File: config.mk
export PLATFORM = sky130hd
export DESIGN_NAME = dmem_arbiter
export DESIGN_NICKNAME = d
export VERILOG_FILES = /design/src/rtl/dmem_arbiter.sv
export SDC_FILE = /design/constraint.sdc
export NUM_CORES = 1
export LEC_CHECK = 0
export CORE_AREA = 5 5 114 116
export CTS_CLUSTER_DIAMETER = 60
export CTS_CLUSTER_SIZE = 25
export DETAILED_ROUTE_END_ITERATION = 8
export DIE_AREA = 0 0 119 121
export PLACE_DENSITY = 0.69
export SLEW_MARGIN = 20
export SYNTH_ARGS = -nofsm -noshare
export SYNTH_HDL_FRONTEND = slang
export SYNTH_SLANG_ARGS = --single-unit
File: constraint.sdc
create_clock -name clk -period 3.95 [get_ports clk]
set_input_delay 0.9875 -clock clk [delete_from_list [all_inputs] [get_ports clk]]
set_output_delay 0.9875 -clock clk [all_outputs]
set_load 0.02 [all_outputs]
File: src/rtl/dmem_arbiter.sv
// Data-memory port arbiter: the core owns the port by default, and an auxiliary
// requester uses idle cycles or a forced one-cycle slot after a bounded wait.
module dmem_arbiter #(
  parameter int Abits        = 32,
  parameter int Dbits        = 32,
  parameter int AUX_MAX_WAIT = 4
) (
  input  logic             clk,
  input  logic             reset,
  input  logic             cpu_rd,
  input  logic             cpu_wr,
  input  logic [Abits-1:0] cpu_addr,
  input  logic [Dbits-1:0] cpu_wdata,
  output logic [Dbits-1:0] cpu_rdata,
  output logic             cpu_stall,
  input  logic             aux_req,
  input  logic             aux_wr,
  input  logic [Abits-1:0] aux_addr,
  input  logic [Dbits-1:0] aux_wdata,
  output logic             aux_gnt,
  output logic             aux_rvalid,
  output logic [Dbits-1:0] aux_rdata,
  output logic             mem_wr,
  output logic [Abits-1:0] mem_addr,
  output logic [Dbits-1:0] mem_wdata,
  input  logic [Dbits-1:0] mem_rdata
);

  localparam int CW = $clog2(AUX_MAX_WAIT + 1);
  localparam logic [CW-1:0] WaitLast = CW'(AUX_MAX_WAIT - 1);

  typedef enum logic {
    ST_CPU,
    ST_FORCE
  } state_e;

  state_e           st_q, st_d;
  logic [CW-1:0]    wait_cnt_q, wait_cnt_d;
  logic             aux_rvalid_q, aux_rvalid_d;
  logic [Dbits-1:0] aux_rdata_q, aux_rdata_d;
  logic             cpu_act;

  // Owner selection; the core is the owner whenever aux is not granted.
  always_comb begin
    cpu_act   = cpu_rd | cpu_wr;
    cpu_stall = (st_q == ST_FORCE);
    aux_gnt   = aux_req & (cpu_stall | ~cpu_act);
    cpu_rdata = mem_rdata;
    mem_addr  = cpu_addr;
    mem_wdata = cpu_wdata;
    mem_wr    = cpu_wr & ~cpu_stall;
    if (aux_gnt) begin
      mem_addr  = aux_addr;
      mem_wdata = aux_wdata;
      mem_wr    = aux_wr;
    end
  end

  always_comb begin
    st_d         = ST_CPU;
    wait_cnt_d   = '0;
    aux_rvalid_d = aux_gnt & ~aux_wr;
    aux_rdata_d  = aux_rdata_q;
    if (aux_req && !aux_gnt) begin
      wait_cnt_d = wait_cnt_q + CW'(1);
      if (st_q == ST_CPU && wait_cnt_q == WaitLast) begin
        st_d = ST_FORCE;
      end
    end
    if (aux_rvalid_d) begin
      aux_rdata_d = mem_rdata;
    end
  end

  always_ff @(posedge clk or posedge reset) begin
    if (reset) begin
      st_q         <= ST_CPU;
      wait_cnt_q   <= '0;
      aux_rvalid_q <= 1'b0;
      aux_rdata_q  <= '0;
    end else begin
      st_q         <= st_d;
      wait_cnt_q   <= wait_cnt_d;
      aux_rvalid_q <= aux_rvalid_d;
      aux_rdata_q  <= aux_rdata_d;
    end
  end

  assign aux_rvalid = aux_rvalid_q;
  assign aux_rdata  = aux_rdata_q;

endmodule

==> results.json <==
{
  "finClkSkew_ns": 0.004380,
  "r2r-start": "cpu_stall$_DFF_PP0_",
  "grt_pass1_vias": 2714,
  "ctsHoldBuffers": 0,
  "worstMarginPinSlew_ns": 0.4633,
  "drt_pass1_iterations": 4,
  "r2r_slack_ns": 2.18,
  "synth-seq-cells": 37,
  "area_delta_synth_final_pct": 129.4,
  "slew_headroom_pct": 69.11,
  "clock_power_share_pct": 22.9,
  "worstPathMaxFanout": 10,
  "busiest_layer": "met2",
  "cp_slowest_cell": "clkdlybuf4s50_1",
  "p_comb_share_pct": 48.2,
  "core_area_um2": 11810,
  "grt_use_met3_pct": 5.361,
  "hold_viol": 0,
  "power_switching_share_pct": 31.63,
  "pwr_density_cell_nw_per_um2": 301.9,
  "max_stage_delay_ns": 0.57,
  "dr_total_vias": 2526,
  "crit_path_end_kind": "output port",
  "hp-class": "reg2reg",
  "cts_tree": "built",
  "seq_power_share_pct": 28.9,
  "post_cts_buffers": 0,
  "start_util_pct": 20.96,
  "status": "completed",
  "ant_nets": 0,
  "cts_sinks": 37,
  "drc": 0,
  "final-setup-viol-count": 0,
  "io_buffer_count": 297,
  "finalNetCount": 636,
  "maxSlewViolCount": 0,
  "ir_worst_vdd_uv": 247.9,
  "synthCells": 192,
  "crit_path_frequent_cell": "clkdlybuf4s50_1",
  "dp_cells": 608,
  "fin_cells": 616,
  "fmax_mhz": 258.7,
  "endpoint": "mem_addr[31]",
  "synth_seq_area_share_pct": 37.39,
  "reg2reg_to": "aux_rdata[1]$_DFFE_PP0P_",
  "clk_pin_slew_ns": 0.06,
  "antenna_found_initial": 0,
  "layout_commonest_cell": "clkdlybuf4s50_1",
  "maxCapViolCount": 0,
  "grt_max_degree": 38,
  "drive_above_1_share_pct": 25.80,
  "grt_overflow": 0,
  "synth_area_per_cell_um2": 12.90,
  "insertion_delay_ns": 0.28,
  "cts_buffer_depth": 2,
  "crit_start": "cpu_rd",
  "htreeDepth": 2,
  "post-route-min-period_ns": 3.865,
  "grt_usage_pct": 14.90,
  "antenna_cells": 0,
  "wl_per_cell_um": 19.10,
  "drtIter0Drc": 39,
  "hpwlAfterDp_mm": 9.978,
  "fin_setup_tns_ns": 0,
  "avgViaCountPerCell": 4.101,
  "rsz0062_at_grt": "false",
  "fp.dieH_um": 121,
  "period_share_pct": 97.84,
  "p_leak_nw": 2.707,
  "rr_worst_depth": 5,
  "met1_usage_pct": 17.57,
  "grt_pass1_wl_mm": 16.69,
  "switching_power_mw": 0.5423,
  "use_met2_pct": 26.56,
  "p_int_mw": 1.172,
  "yosys_warnings": 0,
  "die_width_um": 119,
  "cp_cell_sequence": "clkdlybuf4s50_1 > o21ba_2 > nand2b_4 > buf_4 > mux2_2 > clkdlybuf4s50_1",
  "routed_wl_mm": 11.76,
  "rows": 40,
  "start_kind": "input pin",
  "syn_nets": 360,
  "design.die.area_um2": 14400,
  "cts-buffers-inserted": 5,
  "io_pins": 298,
  "worstPathArrival_ns": 2.88,
  "crit_type": "in2out",
  "layout_common_cells": "243 x clkdlybuf4s50_1, 95 x mux2_2, 53 x dlymetal6s2s_1",
  "required_ns": 2.96,
  "gp_congestion": 0.8801,
  "synthesis.area_um2": 2476,
  "cts-root-buf": "clkbuf_16",
  "synth.distinct_cells": 16
}
[routing by layer]
metal,up-vias,part of all wire (%)
met5,-,0
met4,0,0.47
met3,6,8.1
met2,144,52
met1,1176,39
li1,1200,-
[per-stage QoR]
step / power [mW] / worst slack (ns) / hold WS (ns) / util [%] / area, um^2
after CTS: 1.760 / 0.001357 / 0.4392 / 46.97 / 5548
after floorplan: 0.8650 / 0.9914 / 0.4079 / - / 2476
final: 1.715 / 0.08514 / 0.4387 / 48.09 / 5680
after global routing: 1.804 / 0.009936 / 0.4516 / 48.09 / 5680
after detailed placement: 1.347 / 0.003143 / 0.4312 / 45.73 / 5401
after global placement: 1.338 / 0.001661 / 0.4198 / 45.73 / 5401
[final cells by class]
class / instances / area, um^2
tap: 147 / 183.9
timing repair buffer: 311 / 3221
fill: 1097 / 6131
clock inverter: 3 / 21.27
inverter: 5 / 18.77
sequential: 37 / 925.9
multi-input combinational: 108 / 1185
clock buffer: 5 / 125.1
[critical path, delay by kind of cell]
| family | cells | cell delay, ns |
|---|---|---|
| AO/OA/AOI/OAI | 1 | 0.15 |
| buffers and inverters | 3 | 1.18 |
| multiplexers | 1 | 0.34 |
| AND/OR/NAND/NOR | 1 | 0.21 |
[sequential cells by signal, indices dropped and copies added (netlist names)]
name,count
aux_rdata,32
aux_rvalid,1
cpu_stall,1
wait_cnt_q,3
[cells in the mapped netlist]
library cell / number / area share (%)
buf_6: 9 / 4.1
buf_4: 32 / 9.7
buf_2: 1 / 0.20
o21ai_0: 1 / 0.20
nand2b_4: 1 / 0.56
nor3b_4: 1 / 0.76
nor2_1: 2 / 0.30
mux2_1: 1 / 0.45
and3_1: 2 / 0.51
dfrtp_1: 37 / 37
mux2_2: 95 / 43
nand2_1: 1 / 0.15
ha_1: 2 / 1.0
inv_1: 5 / 0.76
o21ba_2: 1 / 0.40
o211ai_1: 1 / 0.30
[worst min-delay path by stage]
stage | cells after the start | start | slack, ns | to
after CTS | 1 | wait_cnt_q[0]$_DFF_PP0_ | 0.44 | wait_cnt_q[0]$_DFF_PP0_
after floorplan | 1 | wait_cnt_q[0]$_DFF_PP0_ | 0.41 | wait_cnt_q[0]$_DFF_PP0_
after global routing | 1 | wait_cnt_q[0]$_DFF_PP0_ | 0.45 | wait_cnt_q[0]$_DFF_PP0_
final | 1 | wait_cnt_q[0]$_DFF_PP0_ | 0.44 | wait_cnt_q[0]$_DFF_PP0_
after global placement | 1 | wait_cnt_q[0]$_DFF_PP0_ | 0.42 | wait_cnt_q[0]$_DFF_PP0_
after detailed placement | 1 | wait_cnt_q[0]$_DFF_PP0_ | 0.43 | wait_cnt_q[0]$_DFF_PP0_
[power groups by stage]
stage / combinational, mW / sequential [mW] / clock, mW
after detailed placement: 0.845 / 0.502 / 0
final: 0.826 / 0.496 / 0.392
after global routing: 0.869 / 0.508 / 0.428
after global placement: 0.840 / 0.498 / 0
after floorplan: 0.267 / 0.598 / 0
after CTS: 0.850 / 0.498 / 0.412
[repair_timing]
| item | in CTS | in global routing |
|---|---|---|
| hold endpoints to repair | 0 | 0 |
| resized for setup | 0 | 53 |
| setup endpoints to repair | 0 | 53 |
[cell families (layout without fill, tap and decap cells)]
| group | after synthesis | after routing | share of synthesized area (%) |
|---|---|---|---|
| buf+inv | 47 | 324 | 14.75 |
| mux | 96 | 96 | 43.66 |
| flops | 37 | 37 | 37.39 |
| simple gates | 7 | 7 | 2.274 |
| compound gates | 3 | 3 | 0.9095 |
| fa+ha+maj | 2 | 2 | 1.010 |
(Power assumes the default switching activity.)
==> edit 1: new RTL, same flow settings <==
The parameter `Dbits` goes from 32 to 40.
--- a/src/rtl/dmem_arbiter.sv
+++ b/src/rtl/dmem_arbiter.sv
@@ -2,7 +2,7 @@
 // requester uses idle cycles or a forced one-cycle slot after a bounded wait.
 module dmem_arbiter #(
   parameter int Abits        = 32,
-  parameter int Dbits        = 32,
+  parameter int Dbits        = 40,
   parameter int AUX_MAX_WAIT = 4
 ) (
   input  logic             clk,
Ports: changed (6 resized); port bits go from 298 to 346. No check against the original RTL was run, so the function may have changed too.
==> edit 1 against the original RTL <==
Via count grew 20%; sequential cell count rose by 8; routed wire length increased by 38%; die area is the same; synthesized area increased by 30%; clock skew is essentially flat; count of clock-buffer cells in the layout grew 2; cell area rose by 19%; global-route usage grew 6.1 points; setup slack worse by 0.031 ns; power up 20%.
==> edit 1: results (changes against the original RTL) <==
Routing
  • Initial DRC count: 89 (was 39)
  • Vias: 3028 (was 2526)
  • Drt total wl: 16.19 mm (was 11.76 mm)

Finish
  • Filler Cells Inserted: 1009 (was 1097)
  • Largest register FFs: 40 (was 32)
  • Finished Layout Cells: 689 (was 616)
  • Final #Nets: 731 (was 636)
  • Data buffer area share: 54.22% (was 56.70%)
  • Multi-input gates: 124 (was 108)
  • Share of layout cells above drive strength 1: 26.11% (was 25.80%)
  • Design area: 6780 um^2 (was 5680 um^2)
  • Non-Clock Buffer Count: 358 (was 311)
  • Clk cell area share: 2.067% (was 2.577%)
  • Multi-input gate area: 1630 um^2 (was 1185 um^2)
  • Non-clk invs: 5 (unchanged)
  • N_diodes: 2 (was 0)
  • Clock buffers: 7 (was 5)
  • Register area: 1126 um^2 (was 925.9 um^2)

Place
  • # placed instances: 679 (was 608)
  • Hpwl dp: 13.78 mm (was 9.978 mm)
  • PortBufs: 345 (was 297)
  • Routability Congestion: 0.8980 (was 0.8801)
  • Placed cell area: 6615 um^2 (was 5401 um^2)
  • Setup Slack @ Placement: -0.06472 ns (was 0.003143 ns)

Synthesis
  • Post-synthesis compound-gate area fraction: 0.8963% (was 0.9096%)
  • #FFs+latches synth: 45 (was 37)
  • Synth Area per Inst: 14.21 um^2 (was 12.90 um^2)
  • Ranking of synthesized cells by area: dfrtp_1, mux2_4, mux2_2 (was mux2_2, dfrtp_1, buf_4)
  • Post-Synth XOR/XNOR Area: 0% (unchanged)
  • Mux contribution to synthesized area: 47.35% (was 43.66%)
  • Register area share after synthesis: 35.07% (was 37.39%)
  • Post-synthesis net count: 418 (was 360)
  • Adder-cell share of the synthesized area: 0.7794% (was 1.011%)
  • Most instantiated cells after synthesis: mux2_4, dfrtp_1, mux2_2 (was mux2_2, dfrtp_1, buf_4)

Timing
  • Setup Skew: 0.004626 ns (was 0.004380 ns)
  • Hold WS: 0.4481 ns (was 0.4387 ns)
  • Fmax: 0.2567 GHz (was 0.2587 GHz)
  • Worst rel slew slack: 37.16% (was 69.11%)

Setup path
  • Worst setup path end: mem_addr[22] (was mem_addr[31])
  • Worst reg-to-reg setup slack: 2.04 ns (was 2.18 ns)
  • CP Max Fanout: 17 (was 10)
  • R2r endpoint: aux_rdata[38]$_DFFE_PP0P_ (was aux_rdata[1]$_DFFE_PP0P_)
  • WP data arrival: 2.91 ns (was 2.88 ns)

GRT
  • GRT Util Overall: 21.01% (was 14.90%)
  • Largest net degree at the start of global routing: 46 (was 38)
  • First-pass GRT wire length: 22.73 mm (was 16.69 mm)
  • Vias in the first global route: 3346 (was 2714)

Power and ir drop
  • Worst vdd ir: 236.2 uV (was 247.9 uV)
  • Leak Pwr: 3.205 nW (was 2.707 nW)
  • Internal power: 1.394 mW (was 1.172 mW)

Outcome
  • Status: finished, final reports clean (unchanged)

Worst hold path
  • Hold Crit Depth: 1 (unchanged)
  • Hold endpoint: wait_cnt_q[0]$_DFF_PP0_ (unchanged)

CTS
  • Clock tree root buffer cell: clkbuf_16 (unchanged)
  • H-tree Lvls: 2 (unchanged)
[edit 1: worst register-to-register path, cell delays in order, from the launching register on]
cell	delay, ns
dfrtp_1	0.40
o21ba_4	0.18
buf_4	0.14
nor3b_4	0.15
buf_4	0.47
mux2_2	0.44
[edit 1: repair_timing]
action / 4_1_cts / 5_1_grt
setup buffers: 0 / 0
resized for setup: 28 / 22
setup endpoints to repair: 28 / 22
[edit 1: power by group through the flow]
stage	logic, mW	registers, mW	clock network, mW
global placement	1.06	0.610	0
global route	1.09	0.623	0.431
floorplan	0.352	0.733	0
CTS	1.06	0.610	0.414
detailed placement	1.07	0.617	0
finish	1.04	0.609	0.400
[edit 1: per-layer routing]
metal,GRT usage [%],vias up,wire (um),share of wire (%)
li1,-,1384,-,-
met1,25.67,1452,6421,40
met2,35.85,181,8029,50
met3,8.205,11,1553,9.6
met4,2.896,0,184,1.1
met5,0,-,0,0
==> edit 2: new RTL, same flow settings <==
Without the edit above. Reset style: synchronous (`reset`), changed in one clocked block.
--- a/src/rtl/dmem_arbiter.sv
+++ b/src/rtl/dmem_arbiter.sv
@@ -72,7 +72,7 @@
     end
   end
 
-  always_ff @(posedge clk or posedge reset) begin
+  always_ff @(posedge clk) begin
     if (reset) begin
       st_q         <= ST_CPU;
       wait_cnt_q   <= '0;
Behaviour: differs if reset is asserted again (counterexample within 4 cycles, from zero or initial values and one cycle with reset high); with reset held inactive, the same outputs for 10 cycles.
==> edit 2 against the original RTL <==
Cell count increased by 10%; highest routed layer unchanged; power shrank 22%; maximum frequency is 1.1% lower; combinational power shrank 34%; hold slack worse by 0.016 ns; global-route usage is 1.2 points higher; setup slack got worse by 0.044 ns; largest cell class unchanged; synthesized area is 10% higher; first-iteration DRC count increased to 2.8 times the old value; routed wire length rose by 8.4%; sequential cell count unchanged; cell area grew 1.8%; count of clock-buffer cells in the layout unchanged.
==> edit 2: results (changes against the original RTL) <==
GRT
  • GRT Util Overall: 16.05% (was 14.90%)
  • Vias in the first global route: 3190 (was 2714)
  • Largest net degree at the start of global routing: 67 (was 38)

Timing
  • Worst Tran Pin Value: 0.6144 ns (was 0.4633 ns)
  • Hold WS: 0.4224 ns (was 0.4387 ns)
  • Setup Skew: 0.005077 ns (was 0.004380 ns)

Setup path
  • R2r endpoint: aux_rdata[11]$_SDFFE_PP0P_ (was aux_rdata[1]$_DFFE_PP0P_)
  • Worst reg-to-reg setup slack: 2.20 ns (was 2.18 ns)
  • WP data arrival: 2.92 ns (was 2.88 ns)
  • CP Max Fanout: 7 (was 10)
  • Setup crit start: cpu_wr (was cpu_rd)
  • Worst flop-to-flop path startpoint: cpu_stall$_SDFF_PP0_ (was cpu_stall$_DFF_PP0_)

Place
  • Setup Slack @ Placement: -0.01137 ns (was 0.003143 ns)
  • Routability Congestion: 0.8422 (was 0.8801)
  • Placed cell area: 5587 um^2 (was 5401 um^2)
  • Hpwl dp: 10.52 mm (was 9.978 mm)
  • # placed instances: 670 (was 608)

Synthesis
  • Adder-cell share of the synthesized area: 0.9158% (was 1.011%)
  • Register area share after synthesis: 27.11% (was 37.39%)
  • Synth Area per Inst: 10.08 um^2 (was 12.90 um^2)
  • Post-synthesis compound-gate area fraction: 12.50% (was 0.9096%)
  • Mux contribution to synthesized area: 31.59% (was 43.66%)
  • Most instantiated cells after synthesis: mux2_4, dfxtp_1, a21oi_1 (was mux2_2, dfrtp_1, buf_4)
  • FFs w/ async S/R, synth: 0% (was 100.0%)
  • Post-Synth XOR/XNOR Area: 0% (unchanged)
  • Prevailing post-synth register cell: dfxtp_1 (was dfrtp_1)
  • Post-synthesis cell type count: 22 (was 16)
  • Post-synthesis net count: 439 (was 360)

Routing
  • Initial DRC count: 110 (was 39)
  • WL/cell: 18.81 um (was 19.10 um)
  • Avg Vias per Cell: 4.414 (was 4.101)
  • Vias: 2993 (was 2526)

Outcome
  • Status: finished, final reports clean (unchanged)

Finish
  • Final #Nets: 698 (was 636)
  • N_diodes: 0 (unchanged)
  • Filler Cells Inserted: 1090 (was 1097)
  • Share of layout cells above drive strength 1: 17.70% (was 25.80%)

Worst hold path
  • Hold Startpoint: wait_cnt_q[0]$_SDFF_PP0_ (was wait_cnt_q[0]$_DFF_PP0_)
  • Hold endpoint: wait_cnt_q[0]$_SDFF_PP0_ (was wait_cnt_q[0]$_DFF_PP0_)

Power and ir drop
  • Worst vdd ir: 196.8 uV (was 247.9 uV)
  • Leak Pwr: 2.426 nW (was 2.707 nW)

CTS
  • TritonCTS buffer count: 5 (unchanged)
-- edit 2: cell count changes after synthesis, moves of 7 or more --
cell | before | now
a21oi_1 | 0 | 33
clkbuf_1 | 0 | 12
dfrtp_1 | 37 | 0
dfxtp_1 | 0 | 37
mux2_2 | 95 | 26
mux2_4 | 0 | 38
o21ai_0 | 1 | 32
or3b_1 | 0 | 25
or3b_2 | 0 | 7
-- edit 2: worst max-delay path: stages --
cell and delay [ns]:
clkdlybuf4s50_1 0.49, o21ba_4 0.16, nand2b_4 0.18, buf_4 0.19
mux2_2 0.37, clkdlybuf4s50_1 0.55
-- edit 2: logic make-up (layout without fill, tap and decap cells) --
logic type	after synthesis	in the layout
AOI/OAI and AO/OA	66	66
adders and majority gates	2	2
buffers and inverters	60	320
DFF	37	37
muxes	64	64
and+or+nand+nor	42	42
-- edit 2: layout make-up --
class	count	area, um^2	share of cell area (%)
clock buffer	5	125.1	2.163
multi-input combinational	174	1575	27.23
tap	147	183.9	3.180
timing repair buffer	309	3127	54.06
inverter	3	11.26	0.1947
clock inverter	3	21.27	0.3677
sequential	37	740.7	12.81
-- edit 2: how the worst max path moves through the flow --
stage	to	slack (ns)
5_1_grt	mem_wdata[24]	-0.003
2_1_floorplan	mem_wr	0.98
3_3_place_gp	mem_wdata[3]	0.002
6_report	mem_addr[27]	0.04
4_1_cts	mem_wdata[14]	0.004
3_5_place_dp	mem_wdata[3]	-0.01
-- edit 2: metal layers --
layer  track usage (%)  wire [um]  vias up
li1                  -          -     1456
met1             17.98       4837     1364
met2             29.42       6700      169
met3             6.200       1163        4
met4             2.172         50        0
met5                 0          0        -
-- edit 2: timing repair --
action,in CTS,in global routing
setup endpoints to repair,3,22
hold buffers,0,0
gates resized for setup,3,22
pin swaps,0,0
endpoints found under the hold margin,0,0
-- edit 2: power by group --
group	internal [mW]	switching (mW)	leakage (nW)
sequential	0.381	0.00356	0.299
clock	0.235	0.162	0.0702
combinational	0.333	0.217	2.06
